**src/rtl/dstage_pkg.sv**
```systemverilog
// Shared definitions for the decode/issue stage: branch condition codes,
// D/E bubble header, and MD-unit latency / counter sizing helpers.
package dstage_pkg;

   typedef enum logic [2:0] {
      BR_NONE   = 3'd0,
      BR_EQ     = 3'd1,
      BR_NE     = 3'd2,
      BR_LEZ    = 3'd3,
      BR_GTZ    = 3'd4,
      BR_LTZ    = 3'd5,
      BR_GEZ    = 3'd6,
      BR_ALWAYS = 3'd7
   } br_op_e;

   // Width-independent part of the D/E register
   typedef struct packed {
      logic       valid;
      logic       wen;
      logic [4:0] rs;
      logic [4:0] rt;
      logic [4:0] a3;
   } de_hdr_t;

   localparam de_hdr_t DE_HDR_BUBBLE = '0;

   function automatic int unsigned md_lat(input logic        is_div,
                                          input int unsigned mult_lat,
                                          input int unsigned div_lat);
      return is_div ? div_lat : mult_lat;
   endfunction

   function automatic int unsigned cnt_width(input int unsigned max_val);
      return (max_val == 0) ? 1 : $clog2(max_val + 1);
   endfunction

endpackage

```
**src/rtl/dstage_fwd_issue_if.sv**
```systemverilog
// D-stage bus: decoder fields, register-file data, bypass network, D/E
// register outputs and the stat_* ports that exist with or without DSTAGE_STATS_EN.
interface dstage_fwd_issue_if #(
   parameter int unsigned XLEN   = 32,
   parameter int unsigned NFWD   = 3,
   parameter int unsigned CTRL_W = 32
);
   logic                 d_valid;
   logic [XLEN-1:0]      d_pc;
   logic [4:0]           d_rs;
   logic [4:0]           d_rt;
   logic [4:0]           d_a3;
   logic                 d_wen;
   logic                 d_use_rs;
   logic                 d_use_rt;
   logic [XLEN-1:0]      d_imm32;
   logic [CTRL_W-1:0]    d_ctrl;
   logic [2:0]           d_br_op;
   logic                 d_md_start;
   logic                 d_md_div;
   logic                 d_md_use;
   logic [XLEN-1:0]      rf_rdata1;
   logic [XLEN-1:0]      rf_rdata2;
   logic [NFWD-1:0]      fwd_wen;
   logic [5*NFWD-1:0]    fwd_a3;
   logic [NFWD-1:0]      fwd_ready;
   logic [XLEN*NFWD-1:0] fwd_data;
   logic                 flush;

   logic                 stall;
   logic                 br_taken;
   logic [XLEN-1:0]      d_v1;
   logic [XLEN-1:0]      d_v2;
   logic                 e_valid;
   logic [XLEN-1:0]      e_pc;
   logic [4:0]           e_rs;
   logic [4:0]           e_rt;
   logic [4:0]           e_a3;
   logic                 e_wen;
   logic [XLEN-1:0]      e_v1;
   logic [XLEN-1:0]      e_v2;
   logic [XLEN-1:0]      e_imm32;
   logic [CTRL_W-1:0]    e_ctrl;
   logic                 md_busy;
   logic [31:0]          stat_stall_cnt;
   logic [31:0]          stat_fwd_cnt;

   modport master (
      output d_valid, d_pc, d_rs, d_rt, d_a3, d_wen, d_use_rs, d_use_rt,
             d_imm32, d_ctrl, d_br_op, d_md_start, d_md_div, d_md_use,
             rf_rdata1, rf_rdata2, fwd_wen, fwd_a3, fwd_ready, fwd_data, flush,
      input  stall, br_taken, d_v1, d_v2, e_valid, e_pc, e_rs, e_rt, e_a3,
             e_wen, e_v1, e_v2, e_imm32, e_ctrl, md_busy,
             stat_stall_cnt, stat_fwd_cnt
   );

   modport slave (
      input  d_valid, d_pc, d_rs, d_rt, d_a3, d_wen, d_use_rs, d_use_rt,
             d_imm32, d_ctrl, d_br_op, d_md_start, d_md_div, d_md_use,
             rf_rdata1, rf_rdata2, fwd_wen, fwd_a3, fwd_ready, fwd_data, flush,
      output stall, br_taken, d_v1, d_v2, e_valid, e_pc, e_rs, e_rt, e_a3,
             e_wen, e_v1, e_v2, e_imm32, e_ctrl, md_busy,
             stat_stall_cnt, stat_fwd_cnt
   );
endinterface

```
**src/rtl/dstage_fwd_sel.sv**
```systemverilog
// One operand's bypass path: youngest matching producer wins, falls back to
// register-file data, $0 reads zero, and flags a hazard on unready data.
module dstage_fwd_sel #(
   parameter int unsigned XLEN = 32,
   parameter int unsigned NFWD = 3
) (
   input  logic [4:0]           reg_num,
   input  logic [XLEN-1:0]      rf_data,
   input  logic                 use_d,
   input  logic [NFWD-1:0]      fwd_wen,
   input  logic [5*NFWD-1:0]    fwd_a3,
   input  logic [NFWD-1:0]      fwd_ready,
   input  logic [XLEN*NFWD-1:0] fwd_data,
   output logic [XLEN-1:0]      val,
   output logic                 hit,
   output logic                 hazard
);
   logic win_ready;
   logic win_is_e;

   always_comb begin
      hit       = 1'b0;
      win_ready = 1'b1;
      win_is_e  = 1'b0;
      val       = rf_data;
      for (int unsigned i = 0; i < NFWD; i++) begin
         if (!hit && fwd_wen[i] && (fwd_a3[5*i +: 5] == reg_num) && (reg_num != 5'd0)) begin
            hit       = 1'b1;
            val       = fwd_data[XLEN*i +: XLEN];
            win_ready = fwd_ready[i];
            win_is_e  = (i == 0);
         end
      end
      if (reg_num == 5'd0) val = '0;
      // Older producers reach E through the E-stage bypass; only D-use waits on them
      hazard = hit && !win_ready && (use_d || win_is_e);
   end
endmodule

```
**src/rtl/dstage_fwd_issue.sv**
```systemverilog
// Decode/issue stage: operand bypass, RAW/MD stall, D-stage branch resolve,
// MD busy counter and the D/E register. Optional counters under DSTAGE_STATS_EN.
module dstage_fwd_issue
   import dstage_pkg::*;
#(
   parameter int unsigned     XLEN     = 32,
   parameter int unsigned     NFWD     = 3,
   parameter int unsigned     CTRL_W   = 32,
   parameter logic [XLEN-1:0] RESET_PC = XLEN'(32'h0000_3000),
   parameter int unsigned     MULT_LAT = 5,
   parameter int unsigned     DIV_LAT  = 10
) (
   input logic               clk,
   input logic               reset,
   dstage_fwd_issue_if.slave bus
);
   localparam int unsigned MD_W = cnt_width(DIV_LAT);

   logic [XLEN-1:0] rs_val, rt_val;
   logic            rs_hit, rt_hit;
   logic            rs_haz, rt_haz;
   logic            stall, issue, cond;
   logic            md_busy;

   logic [MD_W-1:0]   md_cnt_d, md_cnt_q;
   de_hdr_t           e_hdr_d, e_hdr_q;
   logic [XLEN-1:0]   e_pc_d, e_pc_q;
   logic [XLEN-1:0]   e_v1_d, e_v1_q;
   logic [XLEN-1:0]   e_v2_d, e_v2_q;
   logic [XLEN-1:0]   e_imm32_d, e_imm32_q;
   logic [CTRL_W-1:0] e_ctrl_d, e_ctrl_q;

   dstage_fwd_sel #(.XLEN(XLEN), .NFWD(NFWD)) u_rs_sel (
      .reg_num   (bus.d_rs),
      .rf_data   (bus.rf_rdata1),
      .use_d     (bus.d_use_rs),
      .fwd_wen   (bus.fwd_wen),
      .fwd_a3    (bus.fwd_a3),
      .fwd_ready (bus.fwd_ready),
      .fwd_data  (bus.fwd_data),
      .val       (rs_val),
      .hit       (rs_hit),
      .hazard    (rs_haz)
   );

   dstage_fwd_sel #(.XLEN(XLEN), .NFWD(NFWD)) u_rt_sel (
      .reg_num   (bus.d_rt),
      .rf_data   (bus.rf_rdata2),
      .use_d     (bus.d_use_rt),
      .fwd_wen   (bus.fwd_wen),
      .fwd_a3    (bus.fwd_a3),
      .fwd_ready (bus.fwd_ready),
      .fwd_data  (bus.fwd_data),
      .val       (rt_val),
      .hit       (rt_hit),
      .hazard    (rt_haz)
   );

   always_comb begin
      md_busy = (md_cnt_q != '0);
      stall   = bus.d_valid && (rs_haz || rt_haz || (bus.d_md_use && md_busy));
      issue   = bus.d_valid && !stall && !bus.flush;
   end

   always_comb begin
      cond = 1'b0;
      case (br_op_e'(bus.d_br_op))
         BR_NONE:   cond = 1'b0;
         BR_EQ:     cond = (rs_val == rt_val);
         BR_NE:     cond = (rs_val != rt_val);
         BR_LEZ:    cond = ($signed(rs_val) <= $signed(XLEN'(0)));
         BR_GTZ:    cond = ($signed(rs_val) >  $signed(XLEN'(0)));
         BR_LTZ:    cond = ($signed(rs_val) <  $signed(XLEN'(0)));
         BR_GEZ:    cond = ($signed(rs_val) >= $signed(XLEN'(0)));
         BR_ALWAYS: cond = 1'b1;
         default:   cond = 1'b0;
      endcase
   end

   always_comb begin
      md_cnt_d = md_cnt_q;
      if (issue && bus.d_md_start) begin
         md_cnt_d = MD_W'(md_lat(bus.d_md_div, MULT_LAT, DIV_LAT));
      end else if (md_cnt_q != '0) begin
         md_cnt_d = md_cnt_q - MD_W'(1);
      end
   end

   // Bubbles still carry d_pc so EPC tracing sees the stalled/flushed PC
   always_comb begin
      e_hdr_d   = DE_HDR_BUBBLE;
      e_pc_d    = bus.d_pc;
      e_v1_d    = '0;
      e_v2_d    = '0;
      e_imm32_d = '0;
      e_ctrl_d  = '0;
      if (issue) begin
         e_hdr_d.valid = 1'b1;
         e_hdr_d.wen   = bus.d_wen;
         e_hdr_d.rs    = bus.d_rs;
         e_hdr_d.rt    = bus.d_rt;
         e_hdr_d.a3    = bus.d_a3;
         e_v1_d        = rs_val;
         e_v2_d        = rt_val;
         e_imm32_d     = bus.d_imm32;
         e_ctrl_d      = bus.d_ctrl;
      end
   end

   always_ff @(posedge clk) begin
      if (reset) begin
         md_cnt_q  <= '0;
         e_hdr_q   <= DE_HDR_BUBBLE;
         e_pc_q    <= RESET_PC;
         e_v1_q    <= '0;
         e_v2_q    <= '0;
         e_imm32_q <= '0;
         e_ctrl_q  <= '0;
      end else begin
         md_cnt_q  <= md_cnt_d;
         e_hdr_q   <= e_hdr_d;
         e_pc_q    <= e_pc_d;
         e_v1_q    <= e_v1_d;
         e_v2_q    <= e_v2_d;
         e_imm32_q <= e_imm32_d;
         e_ctrl_q  <= e_ctrl_d;
      end
   end

   assign bus.stall    = stall;
   assign bus.br_taken = bus.d_valid && !stall && cond;
   assign bus.d_v1     = rs_val;
   assign bus.d_v2     = rt_val;
   assign bus.md_busy  = md_busy;
   assign bus.e_valid  = e_hdr_q.valid;
   assign bus.e_wen    = e_hdr_q.wen;
   assign bus.e_rs     = e_hdr_q.rs;
   assign bus.e_rt     = e_hdr_q.rt;
   assign bus.e_a3     = e_hdr_q.a3;
   assign bus.e_pc     = e_pc_q;
   assign bus.e_v1     = e_v1_q;
   assign bus.e_v2     = e_v2_q;
   assign bus.e_imm32  = e_imm32_q;
   assign bus.e_ctrl   = e_ctrl_q;

`ifdef DSTAGE_STATS_EN
   logic [31:0] stat_stall_cnt_d, stat_stall_cnt_q;
   logic [31:0] stat_fwd_cnt_d, stat_fwd_cnt_q;

   always_comb begin
      stat_stall_cnt_d = stat_stall_cnt_q;
      stat_fwd_cnt_d   = stat_fwd_cnt_q;
      if (stall && (stat_stall_cnt_q != '1)) stat_stall_cnt_d = stat_stall_cnt_q + 32'd1;
      if (issue && (rs_hit || rt_hit) && (stat_fwd_cnt_q != '1))
         stat_fwd_cnt_d = stat_fwd_cnt_q + 32'd1;
   end

   always_ff @(posedge clk) begin
      if (reset) begin
         stat_stall_cnt_q <= '0;
         stat_fwd_cnt_q   <= '0;
      end else begin
         stat_stall_cnt_q <= stat_stall_cnt_d;
         stat_fwd_cnt_q   <= stat_fwd_cnt_d;
      end
   end

   assign bus.stat_stall_cnt = stat_stall_cnt_q;
   assign bus.stat_fwd_cnt   = stat_fwd_cnt_q;
`else
   logic stats_unused;
   assign stats_unused       = rs_hit | rt_hit;
   assign bus.stat_stall_cnt = '0;
   assign bus.stat_fwd_cnt   = '0;
`endif

endmodule

```
**src/flat_wrapper.sv**
```systemverilog
// flat-port wrapper written by rule: the top's interface ports become plain ports
module dstage_fwd_issue_flat import dstage_pkg::*;
#(
   parameter int unsigned     XLEN     = 32,
   parameter int unsigned     NFWD     = 3,
   parameter int unsigned     CTRL_W   = 32,
   parameter logic [XLEN-1:0] RESET_PC = XLEN'(32'h0000_3000),
   parameter int unsigned     MULT_LAT = 5,
   parameter int unsigned     DIV_LAT  = 10
)
  (clk, reset, bus_d_valid, bus_d_pc, bus_d_rs, bus_d_rt, bus_d_a3, bus_d_wen, bus_d_use_rs, bus_d_use_rt, bus_d_imm32, bus_d_ctrl, bus_d_br_op, bus_d_md_start, bus_d_md_div, bus_d_md_use, bus_rf_rdata1, bus_rf_rdata2, bus_fwd_wen, bus_fwd_a3, bus_fwd_ready, bus_fwd_data, bus_flush, bus_stall, bus_br_taken, bus_d_v1, bus_d_v2, bus_e_valid, bus_e_pc, bus_e_rs, bus_e_rt, bus_e_a3, bus_e_wen, bus_e_v1, bus_e_v2, bus_e_imm32, bus_e_ctrl, bus_md_busy, bus_stat_stall_cnt, bus_stat_fwd_cnt);
  dstage_fwd_issue_if #(.XLEN(XLEN), .NFWD(NFWD), .CTRL_W(CTRL_W)) bus_i ();
  input logic clk;
  input logic reset;
  input wire logic [$bits(bus_i.d_valid)-1:0] bus_d_valid;
  input wire logic [$bits(bus_i.d_pc)-1:0] bus_d_pc;
  input wire logic [$bits(bus_i.d_rs)-1:0] bus_d_rs;
  input wire logic [$bits(bus_i.d_rt)-1:0] bus_d_rt;
  input wire logic [$bits(bus_i.d_a3)-1:0] bus_d_a3;
  input wire logic [$bits(bus_i.d_wen)-1:0] bus_d_wen;
  input wire logic [$bits(bus_i.d_use_rs)-1:0] bus_d_use_rs;
  input wire logic [$bits(bus_i.d_use_rt)-1:0] bus_d_use_rt;
  input wire logic [$bits(bus_i.d_imm32)-1:0] bus_d_imm32;
  input wire logic [$bits(bus_i.d_ctrl)-1:0] bus_d_ctrl;
  input wire logic [$bits(bus_i.d_br_op)-1:0] bus_d_br_op;
  input wire logic [$bits(bus_i.d_md_start)-1:0] bus_d_md_start;
  input wire logic [$bits(bus_i.d_md_div)-1:0] bus_d_md_div;
  input wire logic [$bits(bus_i.d_md_use)-1:0] bus_d_md_use;
  input wire logic [$bits(bus_i.rf_rdata1)-1:0] bus_rf_rdata1;
  input wire logic [$bits(bus_i.rf_rdata2)-1:0] bus_rf_rdata2;
  input wire logic [$bits(bus_i.fwd_wen)-1:0] bus_fwd_wen;
  input wire logic [$bits(bus_i.fwd_a3)-1:0] bus_fwd_a3;
  input wire logic [$bits(bus_i.fwd_ready)-1:0] bus_fwd_ready;
  input wire logic [$bits(bus_i.fwd_data)-1:0] bus_fwd_data;
  input wire logic [$bits(bus_i.flush)-1:0] bus_flush;
  output wire logic [$bits(bus_i.stall)-1:0] bus_stall;
  output wire logic [$bits(bus_i.br_taken)-1:0] bus_br_taken;
  output wire logic [$bits(bus_i.d_v1)-1:0] bus_d_v1;
  output wire logic [$bits(bus_i.d_v2)-1:0] bus_d_v2;
  output wire logic [$bits(bus_i.e_valid)-1:0] bus_e_valid;
  output wire logic [$bits(bus_i.e_pc)-1:0] bus_e_pc;
  output wire logic [$bits(bus_i.e_rs)-1:0] bus_e_rs;
  output wire logic [$bits(bus_i.e_rt)-1:0] bus_e_rt;
  output wire logic [$bits(bus_i.e_a3)-1:0] bus_e_a3;
  output wire logic [$bits(bus_i.e_wen)-1:0] bus_e_wen;
  output wire logic [$bits(bus_i.e_v1)-1:0] bus_e_v1;
  output wire logic [$bits(bus_i.e_v2)-1:0] bus_e_v2;
  output wire logic [$bits(bus_i.e_imm32)-1:0] bus_e_imm32;
  output wire logic [$bits(bus_i.e_ctrl)-1:0] bus_e_ctrl;
  output wire logic [$bits(bus_i.md_busy)-1:0] bus_md_busy;
  output wire logic [$bits(bus_i.stat_stall_cnt)-1:0] bus_stat_stall_cnt;
  output wire logic [$bits(bus_i.stat_fwd_cnt)-1:0] bus_stat_fwd_cnt;
  assign bus_i.d_valid = bus_d_valid;
  assign bus_i.d_pc = bus_d_pc;
  assign bus_i.d_rs = bus_d_rs;
  assign bus_i.d_rt = bus_d_rt;
  assign bus_i.d_a3 = bus_d_a3;
  assign bus_i.d_wen = bus_d_wen;
  assign bus_i.d_use_rs = bus_d_use_rs;
  assign bus_i.d_use_rt = bus_d_use_rt;
  assign bus_i.d_imm32 = bus_d_imm32;
  assign bus_i.d_ctrl = bus_d_ctrl;
  assign bus_i.d_br_op = bus_d_br_op;
  assign bus_i.d_md_start = bus_d_md_start;
  assign bus_i.d_md_div = bus_d_md_div;
  assign bus_i.d_md_use = bus_d_md_use;
  assign bus_i.rf_rdata1 = bus_rf_rdata1;
  assign bus_i.rf_rdata2 = bus_rf_rdata2;
  assign bus_i.fwd_wen = bus_fwd_wen;
  assign bus_i.fwd_a3 = bus_fwd_a3;
  assign bus_i.fwd_ready = bus_fwd_ready;
  assign bus_i.fwd_data = bus_fwd_data;
  assign bus_i.flush = bus_flush;
  assign bus_stall = bus_i.stall;
  assign bus_br_taken = bus_i.br_taken;
  assign bus_d_v1 = bus_i.d_v1;
  assign bus_d_v2 = bus_i.d_v2;
  assign bus_e_valid = bus_i.e_valid;
  assign bus_e_pc = bus_i.e_pc;
  assign bus_e_rs = bus_i.e_rs;
  assign bus_e_rt = bus_i.e_rt;
  assign bus_e_a3 = bus_i.e_a3;
  assign bus_e_wen = bus_i.e_wen;
  assign bus_e_v1 = bus_i.e_v1;
  assign bus_e_v2 = bus_i.e_v2;
  assign bus_e_imm32 = bus_i.e_imm32;
  assign bus_e_ctrl = bus_i.e_ctrl;
  assign bus_md_busy = bus_i.md_busy;
  assign bus_stat_stall_cnt = bus_i.stat_stall_cnt;
  assign bus_stat_fwd_cnt = bus_i.stat_fwd_cnt;
  dstage_fwd_issue #(.XLEN(XLEN), .NFWD(NFWD), .CTRL_W(CTRL_W), .RESET_PC(RESET_PC), .MULT_LAT(MULT_LAT), .DIV_LAT(DIV_LAT)) u_core (.clk(clk), .reset(reset), .bus(bus_i));
endmodule
```
**config.mk**
```make
export PLATFORM = sky130hd
export DESIGN_NAME = dstage_fwd_issue_flat
export DESIGN_NICKNAME = d
export VERILOG_FILES = /design/src/rtl/dstage_pkg.sv /design/src/rtl/dstage_fwd_issue_if.sv /design/src/rtl/dstage_fwd_sel.sv /design/src/rtl/dstage_fwd_issue.sv /design/src/flat_wrapper.sv
export SDC_FILE = /design/constraint.sdc
export NUM_CORES = 1
export LEC_CHECK = 0
export CAP_MARGIN = 20
export CORE_AREA = 2 2 236 238
export DETAILED_ROUTE_END_ITERATION = 6
export DIE_AREA = 0 0 238 240
export GPL_TIMING_DRIVEN = 0
export SYNTH_ARGS = -nofsm -noshare
export SYNTH_HDL_FRONTEND = slang
export SYNTH_SLANG_ARGS = --single-unit
```
**constraint.sdc**
```tcl
create_clock -name clk -period 4.4 [get_ports clk]
set_input_delay 0.66 -clock clk [delete_from_list [all_inputs] [get_ports clk]]
set_output_delay 0.66 -clock clk [all_outputs]
set_load 0.01 [all_outputs]
```
==> key figures, run 1 <==
Routing
  – WL per Instance: 24.8 um
  – Post-Route WL: about 63000 um
  – Drt pass-1 iters: 6
  – Via Count: between 10000 and 15000
  – Vias per cell: about 4.4
  – Initial DRC count: 733
  – DR DRC count: 0
  – Final ANT Viol Nets: 0

Placed design
  – Number of placed instances, taps included: around 2400
  – Area post-placement: about 0.016 sq mm
  – PortBufs: 545
  – GPL Wtd Cong: roughly 0.86
  – Dpl hpwl: between 50000 and 60000 um
  – Pre-CTS setup slack: -2.50 ns

Logic synthesis
  – Ys Warns: 0
  – Seq/Total Area, Yosys: 0.389
  – Async S/R FF share, synth: 0
  – Top_reg_cell synth: dfxtp_1
  – Synth Area per Inst: slightly below 9 sq um
  – Post-synth EDFFs: 0
  – Mapped Area: 0.00931 sq mm
  – Synth cell types: 68
  – Cell count after synthesis: between 1000 and 1500
  – Number of synthesized register bits: 181

Layout
  – Most frequent cells in the layout: clkdlybuf4s50_1 (520), buf_4 (194), dfxtp_1 (181)
  – Final core occ: 0.350
  – Final std cells w/o fill: between 2000 and 3000
  – Area delta synth->final: 106%
  – FILL cells: 5541
  – Post-route cell area: around 0.019 sq mm
  – Share of layout cells above drive strength 1: 0.253
  – Commonest non-fill, non-tap cell in the layout: clkdlybuf4s50_1
  – Net count reported at finish: ~2100

Job
  – Max_cap viols: 0

Global route
  – Gr ovfl total: 0
  – Initial antenna violation count: 25
  – First-pass GRT wire length: approximately 86000 um
  – Vias in the first global route: roughly 11000
  – Total track usage: 0.214
  – Largest net degree at the start of global routing: 19

Timing
  – Slew Limit Fails: 0
  – Final Hold Viols: 0
  – Max-Slew Margin vs Limit: 0.366
  – Unrepaired setup endpoints after global routing: yes
  – Setup violators final: 1
  – Slew @ Worst Pin: 0.951 ns
  – Tcrit/Tclk final: 1.08
  – Worst Skew: between 0.015 and 0.02 ns
  – FMAX: roughly 0.21 GHz
  – WHS: approximately 0.43 ns
  – Final min period: between 4 and 5 ns
  – Final setup margin: -0.343 ns

Critical path
  – Delay of the slowest critical-path stage: around 0.55 ns
  – Slowest-stage cell, CP: or4_4
  – CP Launch Type: input port
  – Cell count along the critical path: 17
  – Setup Crit Path Kind: input port to primary output
  – Crit-path cells: buf_2 > or4_4 > buf_6 > o211ai_1 > buf_4 > buf_12 > nor2_4 > buf_8 > buf_4 > o211ai_1 > a22oi_2 > xnor2_2 > nand4_1 > or4_4 > or3_1 > o211ai_2 > buf_6
  – Crit path buf inv count: 7
  – CP max FO: 10
  – Reg2Reg Depth: 12
  – Critical Path Sink Type: primary output
  – CP arrival: about 4 ns
  – Worst EP required: around 3.7 ns
  – CP top delay family: simple AND/OR/NAND/NOR gates

Power and ir drop
  – Peak supply drop: 303 uV
  – Lkg Pwr: between 7 and 8 nW
  – Power Dens Cells: 266 mW/mm^2

Die
  – Core area: 0.0547 sq mm
  – Starting Density: 0.170
  – Die height: ~240 um
  – # IOs: roughly 610
  – Die area: 0.0571 sq mm
  – Row count: 86
  – Die W: about 240 um

Clock tree
  – Clk buf depth: 2
  – Root Buffer: clkbuf_16
  – Clock Latency Late Sink: between 0.4 and 0.5 ns
  – Clk slew on worst S/H paths: ~0.090 ns
  – # clock sinks: between 150 and 200
  – CTS Buf Count: 17
  – TritonCTS clock tree: built
  – H-Tree Depth: 4
  – CTS Hold Bufs: 0

Outcome
  – Outcome: finished with violations
  – Failing checks: setup timing

Hold path
  – WHS Path Cells: 2
  – Hold Path Class: input port to register
-- repair_timing --
item / 4_1_cts / 5_1_grt
pin swaps: 73 / 58
setup endpoints to repair: 175 / 37
gates cloned: 3 / 1
resized for setup: 310 / 89
setup buffers: 108 / 29
endpoints found under the hold margin: 0 / 0
-- routing by layer --
metal | GRT usage | up-vias | part of all wire
met4 | 0.0691 | 36 | 0.029
li1 | - | 5128 | -
met2 | 0.384 | 636 | 0.50
met3 | 0.0718 | 134 | 0.095
met5 | 0 | - | 0.0037
met1 | 0.239 | 5375 | 0.37
-- Yosys cell counts, types with 11 or more instances --
master	number	share of area
a22oi_1	18	0.015
a311oi_1	17	0.016
a31oi_1	22	0.015
and2_1	89	0.060
buf_2	20	0.011
buf_4	72	0.058
clkbuf_1	43	0.017
dfxtp_1	181	0.39
inv_1	86	0.035
mux2i_1	18	0.019
nand2_1	11	0.0044
nand3_1	29	0.016
nand4_1	17	0.011
nor2_1	83	0.033
nor2b_1	30	0.020
nor3_1	17	0.0091
nor4_1	25	0.017
o211ai_1	30	0.024
o21a_1	11	0.0089
o21ai_0	39	0.021
o31ai_1	14	0.011
xnor2_1	35	0.033
xor2_1	30	0.028
-- path summary, 6_finish.rpt --
path                                          from                  end  slack, ns
worst min-delay path                   bus_d_rs[1]   u_core.bus.e_rs[1]       0.43
worst max-delay path                   bus_d_rt[0]         bus_br_taken      -0.34
worst max register to register  u_core.md_cnt_q[0]  u_core.bus.e_v2[24]       1.05
worst min register to register  u_core.md_cnt_q[3]   u_core.md_cnt_q[3]       0.71
-- state kept, by name, indices dropped and copies added (netlist names) --
register,count
u_core.bus.e_a3,5
u_core.bus.e_ctrl,32
u_core.bus.e_imm32,32
u_core.bus.e_pc,32
u_core.bus.e_rs,5
u_core.bus.e_rt,5
u_core.bus.e_v1,32
u_core.bus.e_v2,32
u_core.bus.e_valid,1
u_core.bus.e_wen,1
u_core.md_cnt_q,4
-- cell type report --
cell class	count	area, sq um	share of cell area
repair buffers	686	6610	0.345
plain buffers	143	1230	0.0641
flip-flops and latches	181	3620	0.189
multi-input cells	721	5870	0.307
clock buffers	18	439	0.0229
inverters	87	327	0.0171
well taps	704	881	0.0460
clock inverters	14	155	0.00810
diodes	5	12.5	0.000654
-- cell families (layout without fill, tap and decap cells) --
kind of cell               count (synthesis)  count (layout)  synth area share
AOI/OAI and AO/OA                        220             220             0.176
xor gates and xnor gates                  65              65            0.0612
adders and majority gates                  2               2           0.00269
buffers and inverters                    234             948             0.133
DFF                                      181             181             0.389
muxes                                     22              22            0.0242
other                                      1              69          0.000403
and+or+nand+nor                          347             348             0.213
-- power breakdown --
part | internal, mW | switching (mW)
Clock | 0.824 | 0.779
Sequential | 1.73 | 0.0323
Combinational | 0.915 | 0.818
-- metrics by stage --
stage,TNS (ns),power [mW]
2_1_floorplan,0,2.39
3_3_place_gp,-151.15,3.23
3_5_place_dp,-143.26,3.25
4_1_cts,-0.493,5.11
5_1_grt,-0.444,5.33
6_report,-0.343,5.10
No activity file was read; power rests on OpenSTA's default activity.
==> run 2, diff against run 1 <==
CTS_CLUSTER_DIAMETER = 40   (was not set)
CTS_CLUSTER_SIZE = 30   (was not set)
==> results of run 2 <==
Same layout as run 1: the final DEF is identical, and so are final timing and power.
